**src/rtl/shift_pkg.sv**
```systemverilog
// shift_pkg: shift-op encoding and bit-reverse helper shared by the pipelined shifter
package shift_pkg;
  typedef enum logic [1:0] {SLL, SRL, SRA, ROR} shift_op_e;
  localparam int MAX_W = 256;
  function automatic logic [MAX_W-1:0] bit_rev(input logic [MAX_W-1:0] d, input int w);
    logic [MAX_W-1:0] r;
    r = '0;
    for (int i = 0; i < MAX_W; i++) if (i < w) r[i] = d[w-1-i];
    return r;
  endfunction
endpackage

```
**src/rtl/shift_stage.sv**
```systemverilog
// shift_stage: one conditional 2^STAGE right shift/rotate with its pipeline register and advance logic
module shift_stage import shift_pkg::*; #(
  parameter int WIDTH   = 32,
  parameter int TAG_W   = 4,
  parameter int SHAMT_W = 5,
  parameter int STAGE   = 0
) (
  input  logic               clk_i,
  input  logic               rst_ni,
  input  logic               flush_i,
  input  logic               valid_i,
  input  logic [WIDTH-1:0]   data_i,
  input  logic [SHAMT_W-1:0] shamt_i,
  input  logic [1:0]         op_i,
  input  logic               fill_i,
  input  logic [TAG_W-1:0]   tag_i,
  input  logic               adv_i,
  output logic               adv_o,
  output logic               valid_o,
  output logic [WIDTH-1:0]   data_o,
  output logic [SHAMT_W-1:0] shamt_o,
  output logic [1:0]         op_o,
  output logic               fill_o,
  output logic [TAG_W-1:0]   tag_o
);
  localparam int S = 1 << STAGE;
  logic               valid_q, fill_q;
  logic [WIDTH-1:0]   data_q, data_d;
  logic [SHAMT_W-1:0] shamt_q;
  logic [1:0]         op_q;
  logic [TAG_W-1:0]   tag_q;
  always_comb begin
    data_d = !shamt_i[STAGE] ? data_i :
             op_i == ROR     ? {data_i[S-1:0], data_i[WIDTH-1:S]} :
                               {{S{fill_i}}, data_i[WIDTH-1:S]};
  end
  assign adv_o = !valid_q || adv_i;
  always_ff @(posedge clk_i or negedge rst_ni) begin
    if (!rst_ni) begin
      valid_q <= 1'b0;
      data_q  <= '0;
      shamt_q <= '0;
      op_q    <= '0;
      fill_q  <= 1'b0;
      tag_q   <= '0;
    end else if (flush_i) begin
      valid_q <= 1'b0;
    end else if (adv_o) begin
      valid_q <= valid_i;
      data_q  <= data_d;
      shamt_q <= shamt_i;
      op_q    <= op_i;
      fill_q  <= fill_i;
      tag_q   <= tag_i;
    end
  end
  assign valid_o = valid_q;
  assign data_o  = data_q;
  assign shamt_o = shamt_q;
  assign op_o    = op_q;
  assign fill_o  = fill_q;
  assign tag_o   = tag_q;
endmodule

```
**src/rtl/pipelined_shifter.sv**
```systemverilog
// pipelined_shifter: log2(WIDTH)-stage SLL/SRL/SRA/ROR barrel shifter with valid/ready backpressure
module pipelined_shifter import shift_pkg::*; #(
  parameter  int WIDTH   = 32,
  parameter  int TAG_W   = 4,
  localparam int SHAMT_W = $clog2(WIDTH)
) (
  input  logic               i_clk,
  input  logic               i_rst_n,
  input  logic               i_flush,
  input  logic               i_valid,
  output logic               o_ready,
  input  logic [WIDTH-1:0]   i_data,
  input  logic [SHAMT_W-1:0] i_shamt,
  input  logic [1:0]         i_op,
  input  logic [TAG_W-1:0]   i_tag,
  output logic               o_valid,
  input  logic               i_ready,
  output logic [WIDTH-1:0]   o_data,
  output logic [TAG_W-1:0]   o_tag
);
  localparam int L = SHAMT_W;
  logic               v   [0:L];
  logic               adv [0:L];
  logic [WIDTH-1:0]   d   [0:L];
  logic [SHAMT_W-1:0] sh  [0:L];
  logic [1:0]         op  [0:L];
  logic               fl  [0:L];
  logic [TAG_W-1:0]   tg  [0:L];
  // SLL is done as a right shift of the bit-reversed operand
  assign v[0]   = i_valid;
  assign d[0]   = i_op == SLL ? WIDTH'(bit_rev(MAX_W'(i_data), WIDTH)) : i_data;
  assign sh[0]  = i_shamt;
  assign op[0]  = i_op;
  assign fl[0]  = i_op == SRA && i_data[WIDTH-1];
  assign tg[0]  = i_tag;
  assign adv[L] = i_ready;
  for (genvar k = 0; k < L; k++) begin : g_stage
    shift_stage #(.WIDTH(WIDTH), .TAG_W(TAG_W), .SHAMT_W(SHAMT_W), .STAGE(k)) u_stage (
      .clk_i(i_clk), .rst_ni(i_rst_n), .flush_i(i_flush),
      .valid_i(v[k]), .data_i(d[k]), .shamt_i(sh[k]), .op_i(op[k]), .fill_i(fl[k]), .tag_i(tg[k]),
      .adv_i(adv[k+1]), .adv_o(adv[k]),
      .valid_o(v[k+1]), .data_o(d[k+1]), .shamt_o(sh[k+1]), .op_o(op[k+1]), .fill_o(fl[k+1]), .tag_o(tg[k+1])
    );
  end
  assign o_ready = !i_flush && adv[0];
  assign o_valid = v[L];
  assign o_data  = op[L] == SLL ? WIDTH'(bit_rev(MAX_W'(d[L]), WIDTH)) : d[L];
  assign o_tag   = tg[L];
endmodule

```
**config.mk**
```make
export PLATFORM = sky130hd
export DESIGN_NAME = pipelined_shifter
export DESIGN_NICKNAME = d
export VERILOG_FILES = /design/src/rtl/shift_pkg.sv /design/src/rtl/shift_stage.sv /design/src/rtl/pipelined_shifter.sv
export SDC_FILE = /design/constraint.sdc
export NUM_CORES = 1
export LEC_CHECK = 0
export CORE_ASPECT_RATIO = 1.4
export CORE_UTILIZATION = 50
export CTS_CLUSTER_DIAMETER = 80
export CTS_CLUSTER_SIZE = 30
export DETAILED_ROUTE_END_ITERATION = 6
export DONT_BUFFER_PORTS = 1
export GPL_TIMING_DRIVEN = 0
export SYNTH_ARGS = -nofsm -noshare
export SYNTH_HDL_FRONTEND = slang
export SYNTH_SLANG_ARGS = --single-unit
```
**constraint.sdc**
```tcl
create_clock -name i_clk -period 2.7 [get_ports i_clk]
set_input_delay 0.54 -clock i_clk [delete_from_list [all_inputs] [get_ports i_clk]]
set_output_delay 0.54 -clock i_clk [all_outputs]
set_load 0.05 [all_outputs]
```
# Yosys cells after proc, flatten, opt, wreduce, memory -nomap -nowiden
# Index checks and enable logic that the tools add are counted.
# word_totals
mem_bits_ro,0
inputBits,48
out_inout_bits,38
latch_bits,0
word_cells,82
mem_bits_rw,0
n_memories,0
register_bits,219
# classes
div,0
eq_ne,6
magnitude_cmp,0
n_shift,0
reduce_logical,25
mux,22
multipliers,0
bitwise,1
add_sub_neg,0
# op_table
operator,count
two-way mux 32 bit,12
== test 2 bit (second input constant),6
two-way mux 1 bit,10
AND reduction 2 bit,5
nonzero test 2 bit,5
logical NOT 1 bit,6
logical OR 1 bit,5
logical NOT 2 bit,2
logical AND 1 bit,2
NOT 1 bit,1

# Logic depth before layout (Yosys ltp)
# Gate-level depths: netlist of run 1.
# logic_depth
ltp_word,8
depth_mapped,7
mapped_depth_nobuf,5

# Cells and area by module
# Synthesis of run 1 repeated with hierarchy kept, for this count alone.
# unflattened
cells_unflattened,958
hier_area_um2,11637.4
# by_module_without_submodules
mod,instances,area_each_um2,cells_per_inst,seq_area_each_um2
shift_stage at g_stage[0].u_stage,1,2318.5,138,1126.1
shift_stage at g_stage[4].u_stage,1,2188.3,199,1126.1
shift_stage at g_stage[3].u_stage,1,2122.0,187,1126.1
shift_stage at g_stage[2].u_stage,1,2092.0,181,1126.1
shift_stage at g_stage[1].u_stage,1,2074.5,179,1126.1
pipelined_shifter,1,842.1,74,0.0

# Worst setup path before layout of run 1
# Ideal clock, no wire load.
# synth_path
kind,reg2out
start,register g_stage[4].u_stage.valid_q
end,output o_ready
path_slack_ns,0.581
arrival_time_ns,1.579
required_ns,2.160
path_stages_with_launch,6
path_buffers,2
cell_sequence,dfrtp_1 -> and4b_1 -> buf_6 -> a31o_4 -> inv_1 -> buf_2
# synth_via
elab_chain_len,7
# synth_rtl
item,line_no,text
"start, declared",shift_stage.sv:27,"logic valid_q, fill_q;"
"start signal, assigned",shift_stage.sv:49,valid_q <= valid_i;
logical NOT 1 bit,shift_stage.sv:37,assign adv_o = !valid_q || adv_i;
logical OR 1 bit (5 in a row),shift_stage.sv:37,
logical AND 1 bit,pipelined_shifter.sv:45,assign o_ready = !i_flush && adv[0];
"end, declared",pipelined_shifter.sv:11,"output logic o_ready,"
# No other way between the ends.

# Worst setup path in the final report of run 1
# Same ends and word-level chain as after synthesis.

==> results of run 1 <==
==> cell usage in the layout (no fill, tap or decap), types with 11 or more instances in the layout <==
cell type	netlist	layout
o21ai_0	95	95
mux2i_1	100	100
nor2_1	69	69
a21oi_1	82	82
a311oi_1	19	19
a211oi_1	17	17
nand2_1	193	193
clkbuf_16	0	11
buf_2	35	34
nand3_1	22	22
mux2_2	53	53
clkbuf_1	31	32
a21o_1	21	21
dfrtp_1	209	208
==> per-layer routing <==
layer	global-route usage (%)	vias up	part of all wire [%]
met4	7.85	0	3.3
met1	24.6	3349	37
met2	46.9	128	57
li1	-	3565	-
met5	0	-	0
met3	2.17	30	2.6
==> logic make-up after synthesis <==
family	synth area share, %
flops	51.3
mux	17.7
buf+inv	4.15
simple gates	12.2
xor+xnor	0.0859
compound gates	14.6
==> critical path, cell delays in order, from the launching register on <==
cell and delay [ns]:
dfrtp_2 0.53, and4b_1 0.24, buf_6 0.15, a31o_4 0.29, inv_1 0.08, buf_4 0.27
==> area by class of cell <==
type / instances / area share [%]
Tap cell: 252 / 2.92
Sequential cell: 209 / 48.5
Inverter: 3 / 0.104
Multi-Input combinational cell: 724 / 42.1
Clock buffer: 12 / 2.58
Buffer: 80 / 3.84
==> where the power goes <==
part	total (mW)	leakage, nW	switching (mW)	internal, mW
clock	1.66	0.137	0.917	0.740
sequential	4.22	2.51	0.526	3.69
combinational	2.31	2.22	1.52	0.797
total	8.19	4.86	2.96	5.23
==> path summary, 6_finish.rpt <==
check / from / to / slack [ns]
min in group i_clk: i_shamt[1] / g_stage[0].u_stage.shamt_o[1] / 0.17
min reg2reg: g_stage[3].u_stage.tag_o[0] / g_stage[4].u_stage.tag_o[0] / 0.48
max reg2reg: g_stage[4].u_stage.valid_o / g_stage[3].u_stage.data_o[5] / 0.61
max: g_stage[4].u_stage.valid_o / o_ready / 0.13
max in group asynchronous: i_rst_n / g_stage[4].u_stage.valid_o / 2.54
min: i_rst_n / g_stage[4].u_stage.data_o[8] / -0.24
==> registers in the layout (all words and copies together), names as in the netlist <==
name / flops
g_stage.u_stage.data_o: 160
g_stage.u_stage.tag_o: 20
g_stage.u_stage.op_o: 10
g_stage.u_stage.shamt_o: 10
g_stage.u_stage.valid_o: 5
g_stage.u_stage.fill_o: 4
==> timing repair <==
action | in CTS | in global routing
setup endpoints to repair | 1 | 0
endpoints found under the hold margin | 209 | 209
gates resized for setup | 2 | 0
==> impl_results.md, run 1 <==
- Pwr Total: 8.19 mW
- DR vias: 7,072
- Mapped cell area: 0.0102 mm²
- DP Area: ~0.011 mm²
- First-pass GRT wire length: 38,100 µm
- Min-delay worst type: primary input to async pin
- Status: complete, but fails checks
- DIE HEIGHT: 171 µm
- Overflow after GRT: 0
- Share of cells above drive strength 1: 12.5%
- Max Fclk: 0.388 GHz
- Clk root buf: clkbuf_16
- Drt first-iter violations: 258
- Synth Area per Inst: around 10 µm²
- Period utilisation layout: 95.4%
- EDFF count, synth: 0
- Crit end category: primary output
- Placed cell count: 1,268
- Cell variety after synth: 39
- Syn-to-layout area delta: 5.87%
- Worst skew pair latency: 0.47 ns
- Average wire per standard cell: 18.1 µm
- Diode count: 0
- Max VDD drop: 363 µV
- Gate Count Post-Synth: roughly 1,000
- Htree depth: 1
- Final Hold Violating Endpoints: around 210
- DRT antenna net count: 0
- Main flop type after synthesis: dfrtp_1
- Mapped Nets: 1,064
- Startpoint Class: register
- Synthesis warning total: 0
- Initial Util: 51.2%
- Final min period: between 2 and 3 ns
- Top post-synthesis cells by count: 209 x dfrtp_1, 193 x nand2_1, 100 x mux2i_1, 95 x o21ai_0, 82 x a21oi_1
- Post-synthesis async set-or-reset flop share: 100%
- Fin nets: 1,076
- Dpl ws: 0.396 ns
- Cell Pwr Density: 759 mW/mm²
- Post-CTS setup buffers: 0
- Placer Congestion: 0.825
- RSZ-0062 raised after global routing: no
- Fillers: between 1,500 and 2,000
- Vias per std cell: 5.53
- Final worst slack: approximately 0.13 ns
- Drt pass-1 iters: 4
- Die area: 0.0210 mm²
- Yosys reg bits: roughly 210
- Sequential area share after synthesis: about half
- Most common cell in the netlist: dfrtp_1
- DPL Wire Length: 18,300 µm
- DRC violations left: 0
- Vias in the first global route: 7,440
- Tot GR Track Use: 23.4%
- TritonCTS clock tree: built
- # IOs: 86
- Leak: 4.86 nW
- Multi-input gate area: 0.00454 mm²
- Crit path DAT: 2.03 ns
- Core Area: 0.0199 mm²
- Critical Path RT: 2.16 ns
- # rows: between 60 and 70
- Count of input and output buffers: 0
- CTS max path bufs: 3
- Fin util: between 50 and 60%
- Die width: 123 µm
- # setup viols final: 0
- CTS clock-pin slew for the worst setup and hold paths: ~0.11 ns
- Fin area: 0.0108 mm²
- TritonCTS sink count: 209
- Pin count of the biggest net entering global routing: 210
- Final Non-Filler Cells: 1,280
- Routed wire length: roughly 23,000 µm
- Cell type with the largest total area after synthesis: dfrtp_1
- Worst slew pin tran: 0.609 ns
- Max Transition Viols Final: 0
- Initial antenna violation count: 0
- Top fanout value on the critical path: 10
- Reg2reg path depth: 5
- Reg area: 0.00523 mm²
- Synth area leaders: dfrtp_1 51%, mux2i_1 9.8%, nand2_1 7.1%
- Crit path kind: register to primary output
- WHS: -0.240 ns
- Failing checks: hold timing
- Max Cap Viol: 0
- TritonCTS Buffers: 10
- Setup TNS Final: 0 ns
- Worst rel slew slack: 59.0%
- Post-synth top area share: 51.3%
- Fin Clk Skew: 0.0112 ns
(Power assumes the default switching activity.)
==> inputs of run 2 (changes only) <==
- CELL_PAD_IN_SITES_DETAIL_PLACEMENT: default -> 1
- CELL_PAD_IN_SITES_GLOBAL_PLACEMENT: default -> 2
- CORE_UTILIZATION: 50 -> 44
- PLACE_DENSITY_LB_ADDON: default -> 0.1
==> run 2 against run 1 <==
The run still ends with hold timing left. Worst hold slack lost 0.016 ns. Cell area increased by 1.1%. Utilization decreased by 5.9 points. Maximum frequency decreased by 0.34%. Routed wire length is 12% higher. Largest cell class unchanged. Non-clock buffer count unchanged. Via count is 1.5% higher. Clock skew is 0.018 ns higher. Clock power rose by 13%. Sequential share of layout area fell by 0.54 points. First-iteration DRC count increased by 1.2%. Count of clock-buffer cells in the layout shrank 1.
==> impl_results.md, run 2 (same netlist as run 1, synthesis figures left out) <==
- Status: complete, but fails checks (unchanged)
- Failing checks: hold timing (unchanged)
- Critical path cell sequence: and4b_1, buf_6, a31o_4, inv_1, buf_4 (unchanged)
- Setup TNS Final: 0 ns (unchanged)
- DRT antenna net count: 0 (unchanged)
- Overflow after GRT: 0 (unchanged)
- CP max-delay cell: dfrtp_2 (unchanged)
- Placer Congestion: 0.853 (was 0.825)
- Most common cell after layout, fill and taps aside: dfrtp_1 (unchanged)
- Min-delay worst type: primary input to async pin (unchanged)
- Reg area: 0.00523 mm² (unchanged)
- Top fanout value on the critical path: 10 (unchanged)
- Die width: 131 µm (was 123 µm)
- TritonCTS sink count: 209 (unchanged)
- RSZ-0062 raised after global routing: no (unchanged)
- Initial antenna violation count: 0 (unchanged)
- TritonCTS Buffers: 11 (was 10)
- Fillers: 2,652 (was 1,906)
- Leak: 4.89 nW (was 4.86 nW)
- DPL Wire Length: 20,500 µm (was 18,300 µm)
- Post-CTS setup buffers: 0 (unchanged)
- Crit path DAT: 2.04 ns (was 2.03 ns)
- First-pass GRT wire length: 41,900 µm (was 38,100 µm)
- Fin area: 0.0109 mm² (was 0.0108 mm²)
- Count of input and output buffers: 0 (unchanged)
- Critical Path RT: 2.16 ns (about the same)
- Final Non-Filler Cells: 1,331 (was 1,280)
- Average wire per standard cell: 19.6 µm (was 18.1 µm)
- # rows: 65 (was 61)
- Worst rel slew slack: 57.2% (was 59.0%)
- Clk root buf: clkbuf_16 (unchanged)
- Commonest non-fill, non-tap cells in the layout: 208 x dfrtp_1, 193 x nand2_1, 100 x mux2i_1 (unchanged)
- # IOs: 86 (unchanged)
- Startpoint Class: register (unchanged)
- Vias per std cell: 5.39 (was 5.53)
- Crit end category: primary output (unchanged)
- Core Area: 0.0226 mm² (was 0.0199 mm²)
- Tot GR Track Use: 22.9% (was 23.4%)
- Multi-input gate area: 0.00454 mm² (unchanged)
- TritonCTS clock tree: built (unchanged)
- Final min period: 2.58 ns (was 2.57 ns)
- Max reg flops: 160 (unchanged)
- Final worst slack: 0.117 ns (was 0.125 ns)
- Vias in the first global route: 7,921 (was 7,440)
- Period utilisation layout: 95.7% (was 95.4%)
- Share of cells above drive strength 1: 12.8% (was 12.5%)
- Max incr delay on CP: 0.54 ns (was 0.53 ns)
- DRC violations left: 0 (unchanged)
- Max Fclk: 0.387 GHz (was 0.388 GHz)
- Routed wire length: 26,100 µm (was 23,200 µm)
- Drt pass-1 iters: 4 (unchanged)
- Cell Pwr Density: 775 mW/mm² (was 759 mW/mm²)
- Dpl ws: 0.372 ns (was 0.396 ns)
- Fin util: 48.3% (was 54.2%)
- Worst slew pin tran: 0.642 ns (was 0.609 ns)
- DIE HEIGHT: 182 µm (was 171 µm)
- DP Area: 0.0106 mm² (was 0.0105 mm²)
- Final Hold Violating Endpoints: 209 (unchanged)
- Syn-to-layout area delta: 7.07% (was 5.87%)
- Crit path kind: register to primary output (unchanged)
- WHS: -0.256 ns (was -0.240 ns)
- Fin Clk Skew: 0.0289 ns (was 0.0112 ns)
- Max VDD drop: 441 µV (was 363 µV)
- DR vias: 7,180 (was 7,072)
- CTS max path bufs: 3 (unchanged)
- Flop2flop setup slack: 0.60 ns (was 0.61 ns)
- Htree depth: 1 (unchanged)
- Diode count: 0 (unchanged)
- Max Transition Viols Final: 0 (unchanged)
- Die area: 0.0238 mm² (was 0.0210 mm²)
- Max Cap Viol: 0 (unchanged)
- Pwr Total: 8.46 mW (was 8.19 mW)
- Worst skew pair latency: 0.47 ns (about the same)
- CTS clock-pin slew for the worst setup and hold paths: 0.11 ns (about the same)
- Drt first-iter violations: 261 (was 258)
- Fin nets: 1,077 (was 1,076)
- Initial Util: 45.1% (was 51.2%)
- Pin count of the biggest net entering global routing: 210 (unchanged)
- Placed cell count: 1,317 (was 1,268)
- # setup viols final: 0 (unchanged)
## run 2: power breakdown
group	internal, mW	switching (mW)	leakage (nW)
Clock	0.864	1.01	0.165
Sequential	3.69	0.548	2.51
Combinational	0.797	1.55	2.22
Total	5.35	3.11	4.89
## run 2: timing repair
action,4_1_cts,5_1_grt
resized for setup,2,0
endpoints found under the hold margin,209,209
setup endpoints to repair,1,0
## run 2: area by class of cell
type	instances	share of cell area (%)
Sequential cell	209	47.9
Multi-Input combinational cell	724	41.6
Buffer	80	3.79
Tap cell	301	3.45
Clock buffer	11	2.52
Clock inverter	3	0.596
Inverter	3	0.103
## run 2: path summary, 6_finish.rpt
kind                       cells past startpoint                            end                          start
max                                            5                        o_ready     g_stage[4].u_stage.valid_o
min                                            0   g_stage[4].u_stage.data_o[7]                        i_rst_n
max reg2reg                                    5   g_stage[3].u_stage.data_o[5]     g_stage[4].u_stage.valid_o
min reg2reg                                    2  g_stage[0].u_stage.shamt_o[4]  g_stage[0].u_stage.shamt_o[4]
max in group asynchronous                      0  g_stage[4].u_stage.data_o[13]                        i_rst_n
min in group i_clk                             2    g_stage[0].u_stage.tag_o[0]                       i_tag[0]
## run 2: layer usage
| metal | wire length, µm | vias up | share of wire (%) | GRT usage [%] |
|---|---|---|---|---|
| met2 | 15100 | 116 | 58 | 46.0 |
| met3 | 564 | 36 | 2.2 | 1.96 |
| li1 | - | 3560 | - | - |
| met4 | 907 | 0 | 3.5 | 8.41 |
| met1 | 9520 | 3468 | 37 | 23.9 |
| met5 | 0 | - | 0 | 0 |
## run 2: critical path: cells and delay by family (launching register included)
family / cells / cell delay, ns
AOI/OAI and AO/OA: 1 / 0.29
DFF: 1 / 0.54
buffers and inverters: 3 / 0.50
and+or+nand+nor: 1 / 0.24
==> inputs of run 3 (changes only) <==
- clock period: 2.7 -> 3.17 ns (I/O delays scaled with it)
==> run 3 against run 2 <==
The flow still finishes with violations (hold timing). Power down 15%. Cell area about the same. Count of clock-buffer cells in the layout unchanged. Non-clock buffer count unchanged. Setup slack better by 0.15 ns. Sequential share of layout area about the same. Worst hold slack better by 0.094 ns. Critical endpoint unchanged.
==> impl_results.md, run 3 (same netlist as run 1, synthesis figures left out) <==
- Commonest non-fill, non-tap cells in the layout: 209 x dfrtp_1, 193 x nand2_1, 100 x mux2i_1 (was 208 x dfrtp_1, 193 x nand2_1, 100 x mux2i_1)
- Crit path kind: register to primary output (unchanged)
- Power share of the combinational group: 27.8% (about the same)
- DR vias: 7,171 (was 7,180)
- TritonCTS clock tree: built (unchanged)
- Period utilisation layout: 91.7%
- Tot GR Track Use: 23.0% (was 22.9%)
- # IOs: 86 (unchanged)
- Max Cap Viol: 0 (unchanged)
- Worst rel slew slack: 58.7% (was 57.2%)
- Initial Util: 45.1% (unchanged)
- DRT antenna net count: 0 (unchanged)
- Drt pass-1 iters: 4 (unchanged)
- Htree depth: 1 (unchanged)
- Layer with the highest usage: met2 (unchanged)
- Family with the most delay on the worst path: buffers and inverters (was flip-flops)
- Startpoint Class: register (unchanged)
- Pin count of the biggest net entering global routing: 210 (unchanged)
- Leak: 4.89 nW (about the same)
- Switching power: 2.65 mW (was 3.11 mW)
- Net Sw Frac: 36.8% (about the same)
- DRC violations left: 0 (unchanged)
- Critical Path RT: 2.54 ns (was 2.16 ns)
- CP max-delay cell: dfrtp_1 (was dfrtp_2)
- Placer Congestion: 0.853 (unchanged)
- Pwr Total: 7.21 mW (was 8.46 mW)
- Post-CTS setup buffers: 0 (unchanged)
- Final min period: 2.91 ns
- Die width: 131 µm (unchanged)
- Fin Clk Skew: 0.0291 ns (was 0.0289 ns)
- DP Area: 0.0106 mm² (unchanged)
- Initial antenna violation count: 0 (unchanged)
- Min-delay worst type: primary input to async pin (unchanged)
- Placed cell count: 1,317 (unchanged)
- Worst skew pair latency: 0.47 ns (about the same)
- WHS: -0.162 ns (was -0.256 ns)
- First-pass GRT wire length: 42,000 µm (was 41,900 µm)
- RSZ-0062 raised after global routing: no (unchanged)
- # resized after CTS: 0 (was 2)
- Routed wire length: 26,000 µm (was 26,100 µm)
- Critical path cell sequence: and4b_1, buf_6, a31o_4, inv_1, buf_2 (was and4b_1, buf_6, a31o_4, inv_1, buf_4)
- TritonCTS sink count: 209 (unchanged)
- Final Non-Filler Cells: 1,331 (unchanged)
- Core Area: 0.0226 mm² (unchanged)
- Diode count: 0 (unchanged)
- Average wire per standard cell: 19.6 µm (about the same)
- Vias in the first global route: 7,923 (was 7,921)
- Syn-to-layout area delta: 7.03% (was 7.07%)
- DPL Wire Length: 20,500 µm (unchanged)
- CP startpoint: g_stage[4].u_stage.valid_o (unchanged)
- Max Fclk: 0.344 GHz
- Clk root buf: clkbuf_16 (unchanged)
- Status: complete, but fails checks (unchanged)
- WP buf/inv: 3 (unchanged)
- Overflow after GRT: 0 (unchanged)
- R2r startpoint: g_stage[4].u_stage.valid_o (unchanged)
- Most common cell after layout, fill and taps aside: dfrtp_1 (unchanged)
- Met3 Use GR: 1.96% (unchanged)
- Die area: 0.0238 mm² (unchanged)
- M2 GR Usage: 46.0% (unchanged)
- Power Internal: 4.56 mW (was 5.35 mW)
- Share of cells above drive strength 1: 12.7% (was 12.8%)
- Fillers: 2,651 (was 2,652)
- Failing checks: hold timing (unchanged)
- Final Hold Violating Endpoints: 209 (unchanged)
- Max VDD drop: 376 µV (was 441 µV)
- Max incr delay on CP: 0.59 ns (was 0.54 ns)
- # rows: 65 (unchanged)
- Drt first-iter violations: 272 (was 261)
- Crit path DAT: 2.27 ns (was 2.04 ns)
- CTS clock-pin slew for the worst setup and hold paths: 0.11 ns (about the same)
- Grt met1 use: 23.9% (about the same)
- Count of input and output buffers: 0 (unchanged)
- Sequential power share: 50.1% (about the same)
- DIE HEIGHT: 182 µm (unchanged)
- CTS max path bufs: 3 (unchanged)
- Fin area: 0.0109 mm² (about the same)
- Worst slew pin tran: 0.620 ns (was 0.642 ns)
- Crit end category: primary output (unchanged)
- Max Transition Viols Final: 0 (unchanged)
- Fin util: 48.3% (about the same)
- Cell Pwr Density: 661 mW/mm² (was 775 mW/mm²)
- Top fanout value on the critical path: 10 (unchanged)
- # setup viols final: 0 (unchanged)
- Setup TNS Final: 0 ns (unchanged)
- Fin nets: 1,077 (unchanged)
- Max reg flops: 160 (unchanged)
- TritonCTS Buffers: 11 (unchanged)
- Clock share of power: 22.1% (about the same)
- Vias per std cell: 5.39 (about the same)
[run 3: cell counts in the layout (fill, tap and decap cells not counted)]
Identical to the previous run, type by type.
[run 3: per-layer routing]
metal / vias up / share of wire, %
met5: - / 0
met4: 0 / 3.5
met2: 107 / 58
met3: 36 / 2.1
li1: 3563 / -
met1: 3465 / 37
[run 3: final timing paths]
kind                                                  to  slack, ns  depth (start not counted)
setup reg to reg            g_stage[3].u_stage.data_o[5]       0.93                          5
setup / recovery                                 o_ready       0.26                          5
max in group asynchronous  g_stage[4].u_stage.data_o[13]       2.84                          0
hold / removal              g_stage[4].u_stage.data_o[7]      -0.16                          0
hold reg to reg            g_stage[0].u_stage.shamt_o[4]       0.49                          2
min in group i_clk           g_stage[0].u_stage.tag_o[0]       0.26                          2
[run 3: final cells by class]
class,count,area [µm²],area share [%]
clock buffer,11,275,2.52
multi-input combinational,724,4540,41.6
sequential,209,5230,47.9
inverter,3,11.3,0.103
buffer,80,412,3.77
tap,301,377,3.45
clock inverter,3,65.1,0.596
[run 3: stage by stage]
step / setup slack, ns / hold WS (ns)
after floorplan: 0.957 / 0.338
after global placement: 0.760 / 0.343
after detailed placement: 0.748 / 0.344
after CTS: 0.210 / -0.179
after global routing: 0.174 / -0.189
final: 0.263 / -0.162
[run 3: power groups by stage]
stage | registers [mW] | logic, mW | clock network, mW
after floorplan | 3.48 | 1.73 | 0
after global placement | 3.64 | 1.99 | 0
after detailed placement | 3.67 | 2.02 | 0
after CTS | 3.62 | 2.04 | 1.67
after global routing | 3.68 | 2.19 | 1.75
final | 3.61 | 2.00 | 1.59
